$ cat config.mk
export PLATFORM = sky130hd
export DESIGN_NAME = stream_wr_scheduler
export DESIGN_NICKNAME = d
export VERILOG_FILES = /design/src/rtl/stream_wr_scheduler_pkg.sv /design/src/rtl/stream_wr_scheduler_fifo.sv /design/src/rtl/stream_wr_scheduler.sv
export SDC_FILE = /design/constraint.sdc
export NUM_CORES = 1
export LEC_CHECK = 0
export CAP_MARGIN = 20
export CORE_MARGIN = 8
export CORE_UTILIZATION = 40
export CTS_BUF_LIST = sky130_fd_sc_hd__clkbuf_4 sky130_fd_sc_hd__clkbuf_8
export CTS_CLUSTER_SIZE = 20
export DETAILED_ROUTE_END_ITERATION = 8
export SLEW_MARGIN = 15
export SYNTH_ARGS = -nofsm -noshare
export SYNTH_HDL_FRONTEND = slang
export SYNTH_SLANG_ARGS = --single-unit
$ cat constraint.sdc
create_clock -name clk -period 5.4 [get_ports clk]
set_input_delay 0.54 -clock clk [delete_from_list [all_inputs] [get_ports clk]]
set_output_delay 0.54 -clock clk [all_outputs]
set_load 0.05 [all_outputs]
$ cat src/rtl/stream_wr_scheduler_pkg.sv
// stream_wr_scheduler_pkg: shared widths, defaults and FSM encoding for the stream write scheduler
package stream_wr_scheduler_pkg;
  localparam int DATA_W = 32;
  localparam int MEM_AW_DEF = 22;
  localparam int BURST_LEN_DEF = 8;
  typedef enum logic [2:0] {IDLE, ARB, WR_REQ, WR_DATA, RD_REQ, RD_WAIT} state_t;
endpackage

$ cat src/rtl/stream_wr_scheduler_fifo.sv
// stream_fifo: synchronous show-ahead FIFO with occupancy, full and empty
module stream_fifo
  import stream_wr_scheduler_pkg::*;
#(
  parameter int AW = 4,
  parameter int DW = DATA_W
) (
  input  logic          clk,
  input  logic          n_rst,
  input  logic          clr,
  input  logic          push,
  input  logic          pop,
  input  logic [DW-1:0] din,
  output logic [DW-1:0] dout,
  output logic [AW:0]   level,
  output logic          full,
  output logic          empty
);
  logic [DW-1:0] mem [2**AW];
  logic [AW-1:0] wp, rp;
  logic do_push, do_pop;
  assign full = level[AW];
  assign empty = level == '0;
  assign do_push = push && !full;
  assign do_pop = pop && !empty;
  // head reads as zero when empty so the data port is clean straight out of reset
  assign dout = empty ? '0 : mem[rp];
  always_ff @(posedge clk or negedge n_rst)
    if (!n_rst) begin
      wp <= '0;
      rp <= '0;
      level <= '0;
    end else if (clr) begin
      wp <= '0;
      rp <= '0;
      level <= '0;
    end else begin
      wp <= wp + AW'(do_push);
      rp <= rp + AW'(do_pop);
      level <= level + (AW+1)'(do_push) - (AW+1)'(do_pop);
    end
  always_ff @(posedge clk)
    if (do_push) mem[wp] <= din;
endmodule

$ cat src/rtl/stream_wr_scheduler.sv
// stream_wr_scheduler: buffers generator words and schedules write bursts against checker reads on one SDRAM port
module stream_wr_scheduler
  import stream_wr_scheduler_pkg::*;
#(
  parameter int FIFO_AW = 4,
  parameter int BURST_LEN = BURST_LEN_DEF,
  parameter int HIGH_WM = 14,
  parameter int MEM_AW = MEM_AW_DEF
) (
  input  logic              clk,
  input  logic              n_rst,
  input  logic              start,
  input  logic              stop,
  output logic              gen_en,
  input  logic [DATA_W-1:0] s32,
  input  logic              n32rdy,
  input  logic              rd_req,
  input  logic [MEM_AW-1:0] rd_addr,
  output logic              rd_grant,
  output logic              mem_req,
  output logic              mem_we,
  output logic [MEM_AW-1:0] mem_addr,
  input  logic              mem_ack,
  input  logic              mem_wnext,
  output logic [DATA_W-1:0] mem_wdata,
  input  logic              mem_done,
  output logic [MEM_AW-1:0] wr_ptr,
  output logic [FIFO_AW:0]  level,
  output logic              ovf,
  output logic              err,
  output logic              running
);
  localparam int LW = FIFO_AW + 1;
  localparam logic [LW-1:0] BL = LW'(BURST_LEN);
  localparam logic [LW-1:0] HW = LW'(HIGH_WM);
  state_t state;
  logic last_wr, full, empty, pop, clr, wr_ok, go_wr;
  logic [7:0] beat, beat_n;
  assign pop = mem_wnext && state == WR_DATA;
  assign clr = state == IDLE && start && !stop;
  assign wr_ok = level >= BL;
  // urgent writes beat the alternation; otherwise a pending read takes its turn after a write
  assign go_wr = wr_ok && (level >= HW || !rd_req || !last_wr);
  assign rd_grant = state == RD_REQ && mem_ack;
  assign beat_n = beat + 8'(pop && !empty);
  stream_fifo #(.AW(FIFO_AW), .DW(DATA_W)) u_fifo (
    .clk(clk), .n_rst(n_rst), .clr(clr), .push(n32rdy), .pop(pop), .din(s32),
    .dout(mem_wdata), .level(level), .full(full), .empty(empty)
  );
  always_ff @(posedge clk or negedge n_rst)
    if (!n_rst) begin
      state <= IDLE;
      last_wr <= 1'b0;
      beat <= '0;
      gen_en <= 1'b0;
      mem_req <= 1'b0;
      mem_we <= 1'b0;
      mem_addr <= '0;
      wr_ptr <= '0;
      ovf <= 1'b0;
      err <= 1'b0;
      running <= 1'b0;
    end else begin
      gen_en <= running && level < HW;
      if (n32rdy && full) ovf <= 1'b1;
      if (pop && empty) err <= 1'b1;
      if (stop) running <= 1'b0;
      case (state)
        IDLE:
          if (clr) begin
            wr_ptr <= '0;
            ovf <= 1'b0;
            err <= 1'b0;
            running <= 1'b1;
            state <= ARB;
          end
        ARB:
          if (go_wr) begin
            mem_req <= 1'b1;
            mem_we <= 1'b1;
            mem_addr <= wr_ptr;
            last_wr <= 1'b1;
            state <= WR_REQ;
          end else if (rd_req) begin
            mem_req <= 1'b1;
            mem_we <= 1'b0;
            mem_addr <= rd_addr;
            last_wr <= 1'b0;
            state <= RD_REQ;
          end else if (!running) state <= IDLE;
        WR_REQ:
          if (mem_ack) begin
            mem_req <= 1'b0;
            beat <= '0;
            state <= WR_DATA;
          end
        WR_DATA: begin
          beat <= beat_n;
          if (mem_done) begin
            if (beat_n != 8'(BURST_LEN)) err <= 1'b1;
            wr_ptr <= wr_ptr + MEM_AW'(BURST_LEN);
            state <= ARB;
          end
        end
        RD_REQ:
          if (mem_ack) begin
            mem_req <= 1'b0;
            state <= RD_WAIT;
          end
        RD_WAIT:
          if (mem_done) state <= ARB;
        default: state <= IDLE;
      endcase
    end
endmodule
### Word-level counts from Yosys, hierarchy flattened

Memory sizes are Yosys's and may differ from the RTL's.
Cells that the tools add are included.

* memories: 1
* bits in writable memories: 512
* bits in read-only memories: 0
* flip-flop bits (word level): 74
* logic and storage cells: 105
* output and inout bits: 88
* input port bits: 63
* bits in latches: 0

* multiplexer cells: 38
* $lt $le $gt $ge: 3
* reductions and logical operators: 30
* eq/ne operators: 14
* divide/modulo/power cells: 0
* bitwise gates (word level): 0
* shift operators: 0
* multiply operators: 0
* $add $sub $neg: 6

Memories
* u_fifo.mem: depth 16, bits a word 32, rd ports 1, clocked after memory_dff 0, write ports 1, line stream_wr_scheduler_fifo.sv:19 `logic [DW-1:0] mem [2**AW];`

Operators with widths (count)
* $mux 22: 4
* $pmux 22 s2: 1
* $mux 32: 1
* $add 22x4->22 const B: 1
* $mux 3: 7
* $mux 1: 17
* $pmux 8 s2: 1
* $pmux 3 s5: 1
* $ge 5x4->1 const B: 2
* $logic_and 1x1->1: 10
* $add 4x1->4: 2
* $add 8x1->8: 1
* $mux 4: 2
* $mux 8: 1
* $ne 2x2->1 const B: 4
* $ne 8x4->1 const B: 1
* $reduce_bool 2->1: 4
* $eq 3x2->1 const B: 2
* $eq 3x3->1 const B: 2
* $reduce_and 3->1: 2
* $add 5x1->5: 1
* $logic_not 1->1: 5
* $logic_not 5->1: 1
* $lt 5x4->1 const B: 1
* other kinds (12): 17

### Logic depth before layout (Yosys ltp)

Gate-level depths: netlist of the first run.

* word-level depth: 8
* gate-level depth with buffers: 12
* mapped depth without buffers: 12

### Modules after synthesis

A second synthesis of the first run with hierarchy kept.

* cell total of the unflattened synthesis: 1315
* area total of the unflattened synthesis: 23447.5 um^2

By module, submodules not included
* stream_fifo: cells each 977, instances 1, area an instance 20427.1 um^2
* stream_wr_scheduler: cells each 338, instances 1, area an instance 3020.4 um^2

### Least setup slack after synthesis of the first run

OpenSTA, ideal clock, no wires.

* kind: input to register
* from: input n32rdy
* to: memory u_fifo.mem[0][0] in the netlist's numbering (enable)
* cell stages on the path: 3
* setup time: 0.461 ns
* arrival: 3.551 ns
* setup slack: 1.388 ns
* path through: nor2b_1 or3b_2 nor3_1

* cells in the longest elaborated chain, start to end: 3

RTL lines
* start: declaration: line stream_wr_scheduler.sv:16 `input logic n32rdy,`
* $logic_and 1x1->1: line stream_wr_scheduler_fifo.sv:24 `assign do_push = push && !full;`
* $mux 1: line stream_wr_scheduler_fifo.sv:43 `if (do_push) mem[wp] <= din;`
* $mux 1 (not written as such): line stream_wr_scheduler_fifo.sv:43
* end: declaration: line stream_wr_scheduler_fifo.sv:19

No other way between the ends.

### Final worst setup path of the first run

* from: register u_fifo.rp[1]
* to: output mem_wdata[15]

* cells in the longest elaborated chain, start to end: 2

RTL lines
* start: declaration: line stream_wr_scheduler_fifo.sv:20 `logic [AW-1:0] wp, rp;`
* start signal: assignment: line stream_wr_scheduler_fifo.sv:39 `rp <= rp + AW'(do_pop);`
* $mem_v2 16x32
* $mux 32: line stream_wr_scheduler_fifo.sv:27 `assign dout = empty ? '0 : mem[rp];`
* end: declaration: line stream_wr_scheduler.sv:25 `output logic [DATA_W-1:0] mem_wdata,`

No other way between the ends.

==> impl_metrics.yaml, run 1 <==
clock_tree:
  cts.reportedPaths.clkPinSlew_ns: 0.06
  cts_max_level: 3
  cts_made_buffers: 93
  clock_sinks: 583
  insertion_delay_ns: 0.66
  cts_tree: "yes"
  postCtsHoldBufs: 0
  cts_post_setup_buffers_inserted: 0
  cts_resized: 0
  clockBufferDepth: 3
  clockRootBuffer: "clkbuf_8"
global_routing:
  grt_first_pass_wirelength_um: 79200
  track_usage_pct: 15.8
  antenna_found_initial: 3
  grt_pass1_vias: 12752
  grt_max_degree: 72
  overflow: 0
routing:
  ant_nets: 0
  drc: 0
  drt_first_iter_violations: 792
  wl_per_cell_um: 23.5
  post_drt_via_cell_ratio: 5.27
  finalWirelength_um: 52300
  via_count: 11735
  drt_pass1_iterations: 5
critical_path:
  slowest_delay_ns: 1.05
  crit_buf_inv: 2
  crit_chain: "buf_4, mux4_2, mux2i_1, o22ai_1, clkdlybuf4s50_1"
  cp-start-kind: "flip-flop"
  critPathMaxFanout: 57
  cp.arrival_ns: 3.76
  cp_slowest_cell: "dfrtp_4"
  critPathCaptureType: "output port"
  cp_data_required_time_ns: 4.86
  cpLargestDelayFamily: "buffers and inverters"
  critPathKind: "flip-flop to output port"
pwr:
  pwr-share-clk_pct: 24.9
  powerDensity_mw_per_mm2: 535
  p_sw_mw: 5.28
  power.total_mw: 14.7
  combPwrFrac_pct: 35.9
  power_frac_seq_pct: 39.2
  peakVddDrop_v: 0.000359
  p_int_mw: 9.45
  p_leak_nw: 8.94
  sw_frac_of_total_pct: 35.9
logic_synthesis:
  avgSynthCellArea_um2: 19.6
  synth_ff_type: "edfxtp_1"
  synthArstFlopShare_pct: 12.2
  synth_xor_area_share_pct: 0.644
  ys_seq_elements: 583
  synth_edf_count: 512
  yosys_warnings: 0
  post_synth_and_or_nand_nor_area_fraction_pct: 3.30
  syn_area_mm2: 0.0231
  synth_top_family_by_area: "multiplexers"
  syn_inst: 1182
  synthAdderAreaFrac_pct: 1.01
  synth_compound_area_share_pct: 3.38
  synth_mux_area_share_pct: 16.1
  synth_cell_type_count: 56
  ys_seq_area_share_pct: 74.2
timing:
  max_freq_mhz: 233
  timing.final.crit_share_pct: 79.6
  worstMarginPinSlew_ns: 0.957
  setup_viol: 0
  rsz0062_at_grt: "false"
  tns_ns: 0
  relSlewSlack_pct: 36.0
  finalHoldViolCount: 0
  fin_skew_ns: 0.0247
  whs_ns: 0.0348
  fin_crit_ns: 4.30
  slew_violations: 0
  setup_slack_ns: 1.10
placement:
  dp_worst_setup_slack_ns: 1.73
  gp_congestion: 0.723
  io_buffers: 147
  hpwl_um: 29900
  dp_cells: 2065
layout:
  drive_gt1_share_pct: 23.0
  syn2layout_area_growth_pct: 19.1
  finalNetCount: 1476
  stdcell_count: 2225
floorplanning:
  core_region_area_mm2: 0.0574
  die_h_um: 256
  dieArea_mm2: 0.0657
  initial_utilization_pct: 40.3
  rows: 88
  io-pin-count: 151
  die_w_um: 256
status:
  outcome: "complete, no violations"
job:
  drv_cap: 0
hold_path:
  hold_path.class: "input pin to async pin"
cell usage after synthesis (all sizes together), types with 5 or more instances:
cell	count	area share (%)
ha	17	0.92
clkbuf	39	0.64
dfrtp	71	7.7
nand2	46	0.75
nor2b	8	0.22
mux2i	83	3.6
xor2	6	0.23
edfxtp	512	67
nand3	12	0.26
xnor2	11	0.42
a21oi	20	0.43
mux4	128	12
nor2	32	0.52
nand3b	6	0.19
nor3	7	0.15
o31ai	8	0.26
a22o	7	0.27
o22ai	32	0.87
nand2b	5	0.14
inv	12	0.19
o21ai	35	0.76
or4	7	0.23
nand4	5	0.14
buf	27	0.54
cell families after synthesis:
logic type	after synthesis
muxes	211
buffers and inverters	78
and+or+nand+nor	150
DFF	583
adders and majority gates	18
AOI/OAI and AO/OA	124
other	1
xor gates and xnor gates	17
placed cells by master (no fill, tap or decap), types with 6 or more instances in the layout:
cell,netlist,routed
edfxtp_1,512,512
clkdlybuf4s50_1,0,146
mux4_2,128,128
clkbuf_8,0,97
mux2i_1,83,83
dfrtp_1,71,68
nand2_1,46,45
o21ai_0,34,34
o22ai_1,32,32
buf_4,4,32
clkbuf_4,0,27
nor2_1,32,20
a21oi_1,20,20
ha_1,17,17
clkinv_1,0,17
inv_1,12,12
nand3_1,12,12
nor2_4,0,12
xnor2_1,11,11
clkinv_2,0,11
nor2b_1,8,8
o31ai_1,8,8
a22o_1,7,7
or4_1,7,7
xor2_1,6,6
nand3b_1,6,6
through the flow:
step                instance area [um2]  utilization, %
finish                            27500            48.0
global route                      27500            48.0
CTS                               27500            48.0
detailed placement                25700            44.9
global placement                  25700            44.9
floorplan                         23100               -
power groups by stage:
stage / Sequential (mW) / Combinational (mW) / Clock, mW
final: 5.77 / 5.29 / 3.67
after CTS: 5.78 / 5.40 / 3.77
after detailed placement: 5.87 / 5.39 / 0
after global routing: 5.84 / 5.64 / 3.96
after global placement: 5.85 / 5.35 / 0
after floorplan: 6.02 / 3.40 / 0
area by class of cell:
class	count	area, um2
diodes	1	2.50
clock buffers	124	1540
clock inverters	35	245
fillers	4770	29900
inverters	12	45.0
multi-input cells	523	5780
flip-flops and latches	583	17200
well taps	765	957
repair buffers	182	1780
per-layer routing:
layer / track usage [%] / share of wire [%] / wire length (um) / up-vias
met1: 20.3 / 44 / 22900 / 6189
met5: 0 / 0.050 / 26 / -
li1: - / - / - / 5246
met2: 26.7 / 50 / 26400 / 235
met4: 4.68 / 1.6 / 825 / 4
met3: 3.36 / 4.2 / 2170 / 61
path summary, 6_finish.rpt:
check	startpoint	endpoint	slack (ns)	cells past startpoint
max in group asynchronous	n_rst	u_fifo.rp[3]	4.64	1
hold / removal	n_rst	mem_addr[5]	0.03	1
setup / recovery	u_fifo.rp[1]	mem_wdata[15]	1.10	5
setup reg to reg	u_fifo.level[4]	u_fifo.mem[13][5]	2.46	4
min in group clk	mem_addr[20]	mem_addr[20]	0.48	2
hold reg to reg	mem_addr[20]	mem_addr[20]	0.48	2
registers in the layout, indices dropped and copies added (netlist names):
| signal | flops |
|---|---|
| ovf | 1 |
| mem_addr | 22 |
| last_wr | 1 |
| running | 1 |
| err | 1 |
| beat | 8 |
| wr_ptr | 19 |
| state | 3 |
| u_fifo.level | 5 |
| mem_req | 1 |
| gen_en | 1 |
| u_fifo.wp | 4 |
| u_fifo.mem | 512 |
| u_fifo.rp | 4 |
(Power assumes the default switching activity.)
==> run 2, diff against run 1 <==
- clock period: 5.4 -> 3.5 ns (I/O delays scaled with it)
==> run 2 against run 1 <==
Against the previous run:
- power increased by 57%
- utilization rose by 0.63 points
- setup slack worse by 0.86 ns
- design area is 1.3% higher
- largest cell class unchanged
- largest power group unchanged
- die area unchanged
- via count increased by 1.7%
==> impl_metrics.yaml, run 2 (synthesis results as in run 1) <==
status:
  outcome: "complete, no violations"
floorplanning:
  die_w_um: 256
  core_region_area_mm2: 0.0574
  rows: 88
  io-pin-count: 151
  die_h_um: 256
  dieArea_mm2: 0.0657
  initial_utilization_pct: 40.3
critical_path:
  slowest_delay_ns: 0.76
  cpLargestDelayFamily: "flip-flops"
  crit_buf_inv: 2
  cp-start-kind: "flip-flop"
  critPathKind: "flip-flop to output port"
  r2r_cells: 4
  cp.arrival_ns: 2.91
  critPathMaxFanout: 24
  crit_cells: 5
  critPathCaptureType: "output port"
  crit_chain: "buf_12, mux4_2, mux2i_1, o22ai_1, buf_4"
  cp_slowest_cell: "dfrtp_4"
  cp_data_required_time_ns: 3.15
global_routing:
  grt_first_pass_wirelength_um: 80000
  track_usage_pct: 15.9
  overflow: 0
  grt_use_met1_pct: 20.7
  grtUsageMet2_pct: 26.3
  grt_use_met3_pct: 3.86
  antenna_found_initial: 5
  grt_max_degree: 72
  grt-busiest-layer: "met2"
  grt_pass1_vias: 12816
clock_tree:
  cts_tree: "yes"
  insertion_delay_ns: 0.69
  cts_max_level: 3
  postCtsHoldBufs: 1
  clock_sinks: 583
  cts_resized: 0
  cts_post_setup_buffers_inserted: 0
  clockBufferDepth: 3
  clockRootBuffer: "clkbuf_8"
  cts.reportedPaths.clkPinSlew_ns: 0.06
  cts_made_buffers: 97
placement:
  io_buffers: 147
  placed_cell_area_mm2: 0.0259
  dp_cells: 2074
  hpwl_um: 29400
  gp_congestion: 0.745
pwr:
  peakVddDrop_v: 0.000669
  p_leak_nw: 9.15
  powerDensity_mw_per_mm2: 831
  power.total_mw: 23.2
timing:
  setup_viol: 0
  slew_violations: 0
  rsz0062_at_grt: "false"
  relSlewSlack_pct: 36.2
  worstMarginPinSlew_ns: 0.957
  timing.final.crit_share_pct: 93.1
  max_freq_mhz: 307
  whs_ns: 0.288
  tns_ns: 0
  finalHoldViolCount: 0
  fin_crit_ns: 3.26
  fin_skew_ns: 0.0392
job:
  drv_cap: 0
layout:
  regMostFlops: "u_fifo.mem"
  finalNetCount: 1490
  drive_gt1_share_pct: 26.0
  top_regs: "u_fifo.mem (512), mem_addr (22), wr_ptr (19)"
  largest_register_ffs: 512
  mostFrequentLayoutCells: "edfxtp_1 (512), mux4_2 (128), clkdlybuf4s50_1 (114)"
  fin_area_mm2: 0.0279
  stdcell_count: 2252
  syn2layout_area_growth_pct: 20.6
  layout_commonest_cell: "edfxtp_1"
routing:
  ant_nets: 0
  via_count: 11937
  drt_first_iter_violations: 853
  wl_per_cell_um: 23.2
  post_drt_via_cell_ratio: 5.30
  drt_pass1_iterations: 4
  drc: 0
  finalWirelength_um: 52300
hold_path:
  hold_path.class: "input pin to flip-flop"
  holdPathStages: 2
[run 2: where the power goes]
group          switching [mW]  internal [mW]
clock                    2.73           3.22
combinational            5.11           3.32
sequential              0.548           8.22
total                    8.39           14.8
[run 2: area by class of cell]
type | count | area (um2)
fillers | 4791 | 29500
flip-flops and latches | 583 | 17200
multi-input cells | 523 | 5810
repair buffers | 192 | 1980
clock buffers | 122 | 1550
well taps | 765 | 957
clock inverters | 53 | 375
inverters | 12 | 45.0
diodes | 2 | 5.00
[run 2: worst register-to-register path, delay by kind of cell (launching register included)]
family	cells	cell delay [ns]
simple gates	2	1.29
compound gates	2	0.81
flops	1	0.53
[run 2: path summary, 6_finish.rpt]
| check | startpoint | end | slack (ns) |
|---|---|---|---|
| max in group asynchronous | n_rst | u_fifo.rp[0] | 2.28 |
| min in group asynchronous | n_rst | mem_addr[12] | 0.43 |
| hold reg to reg | mem_addr[5] | mem_addr[5] | 0.48 |
| setup reg to reg | state[0] | wr_ptr[19] | 0.80 |
| hold / removal | rd_addr[0] | mem_addr[0] | 0.29 |
| setup / recovery | u_fifo.rp[0] | mem_wdata[3] | 0.24 |
[run 2: through the flow]
stage          worst slack [ns]  util [%]
2_1_floorplan             0.485         -
3_3_place_gp              0.669      45.2
3_5_place_dp              0.622      45.2
4_1_cts                   0.117      48.6
5_1_grt                  0.0529      48.6
6_report                  0.243      48.6
[run 2: layer usage]
| layer | routed length (um) | part of all wire, % |
|---|---|---|
| met1 | 22600 | 43 |
| met2 | 26100 | 50 |
| met3 | 2650 | 5.1 |
| met4 | 823 | 1.6 |
| met5 | 41 | 0.078 |
==> run 3, diff against run 2 <==
- SLEW_MARGIN: 15 -> 5
==> results of run 3 <==
Same layout as run 2: the final DEF is identical, and so are final timing and power.
